## config.mk

```make
export PLATFORM = sky130hd
export DESIGN_NAME = cascade_mod_counter_flat
export DESIGN_NICKNAME = d
export VERILOG_FILES = /design/src/rtl/cascade_mod_counter_if.sv /design/src/rtl/cascade_mod_counter.sv /design/src/flat_wrapper.sv
export SDC_FILE = /design/constraint.sdc
export NUM_CORES = 1
export LEC_CHECK = 0
export BUFFER_PORTS_ARGS = -buffer_cell sky130_fd_sc_hd__buf_2
export CORE_AREA = 2 2 51 53
export CTS_BUF_LIST = sky130_fd_sc_hd__clkbuf_8 sky130_fd_sc_hd__clkbuf_16
export DETAILED_ROUTE_END_ITERATION = 10
export DIE_AREA = 0 0 53 55
export GPL_TIMING_DRIVEN = 1
export PLACE_DENSITY_LB_ADDON = 0.05
export SYNTH_ARGS = -nofsm -noshare
export SYNTH_HDL_FRONTEND = slang
export SYNTH_SLANG_ARGS = --single-unit
```

## constraint.sdc

```tcl
create_clock -name clk -period 5.1 [get_ports clk]
set_input_delay 1.02 -clock clk [delete_from_list [all_inputs] [get_ports clk]]
set_output_delay 1.02 -clock clk [all_outputs]
set_load 0.05 [all_outputs]
```

## src/rtl/cascade_mod_counter_if.sv

```systemverilog
// rtl/cascade_mod_counter_if.sv - control and status bundle for one counter stage
// The master side drives stepping and load controls, and the slave side returns count and carry status.
interface cascade_mod_counter_if #(
  parameter int WIDTH = 6
);
  logic             en;
  logic             carry_in;
  logic             up_down;
  logic             load;
  logic [WIDTH-1:0] load_val;
  logic [WIDTH-1:0] mod_val;
  logic [WIDTH-1:0] count;
  logic             tc;
  logic             carry_out;
  logic             wrapped;

  modport master (
    output en, carry_in, up_down, load, load_val, mod_val,
    input  count, tc, carry_out, wrapped
  );

  modport slave (
    input  en, carry_in, up_down, load, load_val, mod_val,
    output count, tc, carry_out, wrapped
  );
endinterface

```

## src/rtl/cascade_mod_counter.sv

```systemverilog
// rtl/cascade_mod_counter.sv - cascadable up/down modulo counter with load and wrap/saturate
// Stages chain carry_out to carry_in, so a wrap ripples to the next stage on the same edge.
module cascade_mod_counter #(
  parameter int WIDTH    = 6,
  parameter int SATURATE = 0
) (
  input  logic                  clk,
  input  logic                  rst,
  cascade_mod_counter_if.slave  bus
);
  localparam logic             WRAP = (SATURATE == 0);
  localparam logic [WIDTH-1:0] ONE  = WIDTH'(1);

  logic [WIDTH-1:0] count_q;
  logic [WIDTH-1:0] count_d;
  logic [WIDTH-1:0] max_val;
  logic             wrapped_q;
  logic             wrapped_d;
  logic             step;
  logic             tc;

  // mod_val==0 selects the full 2^WIDTH range without widening the arithmetic
  assign max_val = (bus.mod_val == '0) ? {WIDTH{1'b1}} : bus.mod_val - ONE;
  assign step    = bus.en & bus.carry_in;
  assign tc      = bus.up_down ? (count_q == '0) : (count_q >= max_val);

  always_comb begin
    count_d   = count_q;
    wrapped_d = 1'b0;
    if (bus.load) begin
      count_d = (bus.load_val > max_val) ? max_val : bus.load_val;
    end else if (step) begin
      if (!bus.up_down) begin
        if (count_q < max_val) begin
          count_d = count_q + ONE;
        end else if (WRAP) begin
          count_d   = '0;
          wrapped_d = 1'b1;
        end
      end else begin
        // after a modulus shrink, a down step first pulls the count back into range
        if (count_q > max_val) begin
          count_d = max_val;
        end else if (count_q != '0) begin
          count_d = count_q - ONE;
        end else if (WRAP) begin
          count_d   = max_val;
          wrapped_d = 1'b1;
        end
      end
    end
  end

  always_ff @(posedge clk) begin
    if (!rst) begin
      count_q   <= '0;
      wrapped_q <= 1'b0;
    end else begin
      count_q   <= count_d;
      wrapped_q <= wrapped_d;
    end
  end

  assign bus.count     = count_q;
  assign bus.wrapped   = wrapped_q;
  assign bus.tc        = tc;
  assign bus.carry_out = step & tc & ~bus.load & WRAP;
endmodule

```

## src/flat_wrapper.sv

```systemverilog
// flat-port wrapper written by rule: the top's interface ports become plain ports
module cascade_mod_counter_flat 
#(
  parameter int WIDTH    = 6,
  parameter int SATURATE = 0
)
  (clk, rst, bus_en, bus_carry_in, bus_up_down, bus_load, bus_load_val, bus_mod_val, bus_count, bus_tc, bus_carry_out, bus_wrapped);
  cascade_mod_counter_if #(.WIDTH(WIDTH)) bus_i ();
  input  logic clk;
  input  logic rst;
  input wire logic [$bits(bus_i.en)-1:0] bus_en;
  input wire logic [$bits(bus_i.carry_in)-1:0] bus_carry_in;
  input wire logic [$bits(bus_i.up_down)-1:0] bus_up_down;
  input wire logic [$bits(bus_i.load)-1:0] bus_load;
  input wire logic [$bits(bus_i.load_val)-1:0] bus_load_val;
  input wire logic [$bits(bus_i.mod_val)-1:0] bus_mod_val;
  output wire logic [$bits(bus_i.count)-1:0] bus_count;
  output wire logic [$bits(bus_i.tc)-1:0] bus_tc;
  output wire logic [$bits(bus_i.carry_out)-1:0] bus_carry_out;
  output wire logic [$bits(bus_i.wrapped)-1:0] bus_wrapped;
  assign bus_i.en = bus_en;
  assign bus_i.carry_in = bus_carry_in;
  assign bus_i.up_down = bus_up_down;
  assign bus_i.load = bus_load;
  assign bus_i.load_val = bus_load_val;
  assign bus_i.mod_val = bus_mod_val;
  assign bus_count = bus_i.count;
  assign bus_tc = bus_i.tc;
  assign bus_carry_out = bus_i.carry_out;
  assign bus_wrapped = bus_i.wrapped;
  cascade_mod_counter #(.WIDTH(WIDTH), .SATURATE(SATURATE)) u_core (.clk(clk), .rst(rst), .bus(bus_i));
endmodule
```

==> impl_metrics.toml <==
[power_and_ir_drop]
intPower_mw = 0.178
power_mw = 0.322
p_sw_mw = 0.144
swShare = 0.446
p_clk_frac = 0.244
power.density_mw_per_mm2 = 243
power_frac_comb = 0.524
leakage_nw = 0.617
power_frac_seq = 0.232
ir_worst_vdd_v = 0.000164

[global_routing]
grt_pass1_wl_um = 4750
grtUsageTotal = 0.223
gr-usage-met3 = 0.0484
grt_max_degree = 20
antenna_found_initial = 0
grt_busiest_layer = "met2"
grt-ovfl-total = 0
met2_usage = 0.398
grt_pass1_vias = 1036
met1_usage = 0.282

[clocking]
cts_resized = 0
cts.clk_slew.worst_paths_ns = 0.04
cts_tree = "yes"
cts_buffers = 3
htreeDepth = 1
clk_latency_ns = 0.23
cts.path.max_buffers = 2
postCtsSetupBuffers = 0
cts_sinks = 7
root_buffer = "clkbuf_8"
holdBufCountCts = 0

[place]
hpwl_um = 2420
place.gp.congestion = 0.857
dp_slack_ns = 0.322
portBuffers = 26
place_area_mm2 = 0.00128
dpl.cell_count = 196

[die]
fp-row-count = 18
die_area_mm2 = 0.00292
die_y_um = 55
ioPinCount = 27
initial_core_util = 0.485
die_w_um = 53
core-area_mm2 = 0.00236

[synthesis]
synth_area_mm2 = 0.00115
synth_warnings = 0
synth_area_per_cell_um2 = 7.85
yosys.area.top_type = "ha_1"
synthFlopType = "dfxtp_1"
seq_area_frac_synth = 0.122
synth_cell_types = 51
synthArstFlopShare = 0
synth_edf_count = 0
syn-instance-count = 146
synth_nets = 180
synth_top_area_share = 0.175
synth_area_leaders = "ha_1 (17%), dfxtp_1 (12%), a21oi_1 (5.2%)"
ys_ff_latch = 7

[timing]
fmax_mhz = 209
slew_viol_final = 0
hold_violations = 0
fin_setup_tns_ns = 0
finClkSkew_ns = 0.00215
worst_pin_slew_ns = 0.436
rsz0062_at_grt = "no"
period_needed_ns = 4.78
setup_viol = 0
layout_setup_ws_ns = 0.321
finalCritPeriodShare = 0.937
max-slew-margin-rel = 0.709
worst_hold_slack_ns = 0.653

[layout]
nets = 205
final_util = 0.560
layout-drive-gt1-share = 0.235
areaGrowthSynthToFinish_pct = 15.5
fillCellCount = 248
final_cells = 200
design_area_mm2 = 0.00132
diodes = 0
multi_input_area_um2 = 915
regArea_um2 = 140

[worst_setup_path]
critPathCapture = "bus_carry_out"
cp.arrival_ns = 3.76
end_kind = "primary output"
r2r_slack_ns = 2.83
worstReg2RegStart = "u_core.bus.count[3]"
critPathLaunchType = "primary input"
critPathMaxFanout = 5
r2r_end = "u_core.bus.count[1]"
rr_worst_depth = 7
crit_type = "in -> out"
required_ns = 4.08
crit_start = "bus_mod_val[0]"

[detailed_routing]
route.detailed.drc = 0
num_vias = 1171
vias_per_cell = 5.86
drt_iter0_markers = 24
wl_um = 3020
ant_nets = 0
post_drt_wl_per_cell_um = 15.1
dr.pass1.iters = 4

[outcome]
status = "finished, final reports clean"

[hold_path]
hold_class = "reg -> reg"

[run]
drv_cap = 0
[layout make-up]
cell class	count	area share
clock inverters	1	0.00284
repair buffers	27	0.104
clock buffers	3	0.0312
inverters	13	0.0369
multi-input cells	119	0.691
well taps	30	0.0284
flip-flops and latches	7	0.106
[worst max-delay path, cell delays in order]
cell	delay (ns)
buf_2	0.13
inv_1	0.08
ha_1	0.22
or3b_1	0.42
a21oi_1	0.15
o21a_1	0.17
inv_1	0.08
ha_1	0.29
a211o_1	0.30
o211ai_2	0.10
nand3_1	0.19
nor3_1	0.28
a211oi_1	0.08
buf_2	0.22
[synth_stat cells (all sizes together), types with 2 or more instances]
master and number:
a311oi 2, o211ai 2, mux2i 3, and4 2, a211oi 2, dfxtp 7
nand3 8, a31oi 5, nor2 7, inv 13, o31ai 2, o21ai 11
nand2 7, xnor2 5, xor2 4, a221oi 2, a21oi 12, or2 2
and3 2, ha 16, a21boi 2, o221ai 2, nor3 5, buf 6
[worst min-delay path by stage]
stage / slack [ns] / cells after the start / endpoint / start
3_3_place_gp: 0.66 / 2 / u_core.bus.count[0] / u_core.bus.count[0]
6_report: 0.65 / 2 / u_core.bus.count[0] / u_core.bus.count[0]
5_1_grt: 0.71 / 2 / u_core.bus.count[0] / u_core.bus.count[0]
3_5_place_dp: 0.65 / 2 / u_core.bus.count[0] / u_core.bus.count[0]
4_1_cts: 0.66 / 2 / u_core.bus.count[0] / u_core.bus.count[0]
2_1_floorplan: 0.81 / 2 / u_core.bus.count[0] / u_core.bus.count[0]
[power groups by stage]
stage               sequential, mW  clock, mW  combinational [mW]
global route                0.0758     0.0837               0.185
floorplan                   0.0854          0               0.118
finish                      0.0745     0.0786               0.169
global placement            0.0754          0               0.166
CTS                         0.0744     0.0789               0.168
detailed placement          0.0754          0               0.167
[per-layer routing]
layer | up-vias | wire, µm
li1 | 593 | -
met1 | 555 | 1430
met2 | 21 | 1490
met3 | 2 | 77
met4 | 0 | 18
met5 | - | 0
[sequential cells by signal, summed over array words and instances, names as in the netlist]
name,flops
u_core.bus.count,6
u_core.bus.wrapped,1
[cell families (layout without fill, tap and decap cells)]
| kind of cell | count (synthesis) | count (layout) | synth area share |
|---|---|---|---|
| xor+xnor | 9 | 9 | 0.0688 |
| simple gates | 43 | 43 | 0.214 |
| flops | 7 | 7 | 0.122 |
| compound gates | 47 | 47 | 0.301 |
| fa+ha+maj | 16 | 16 | 0.175 |
| buf+inv | 20 | 44 | 0.0797 |
| mux | 4 | 4 | 0.0393 |
[cells in the final DEF, fill, tap and decap left out, drive strengths merged, types with 5 or more instances in the layout]
cell	n
nand3	8
nor2	7
a31oi	5
a21oi	12
nand2	7
dfxtp	7
o21ai	11
nor3	5
buf	27
ha	16
xnor2	5
inv	14
Note: power is estimated with default switching activity, not from simulation.
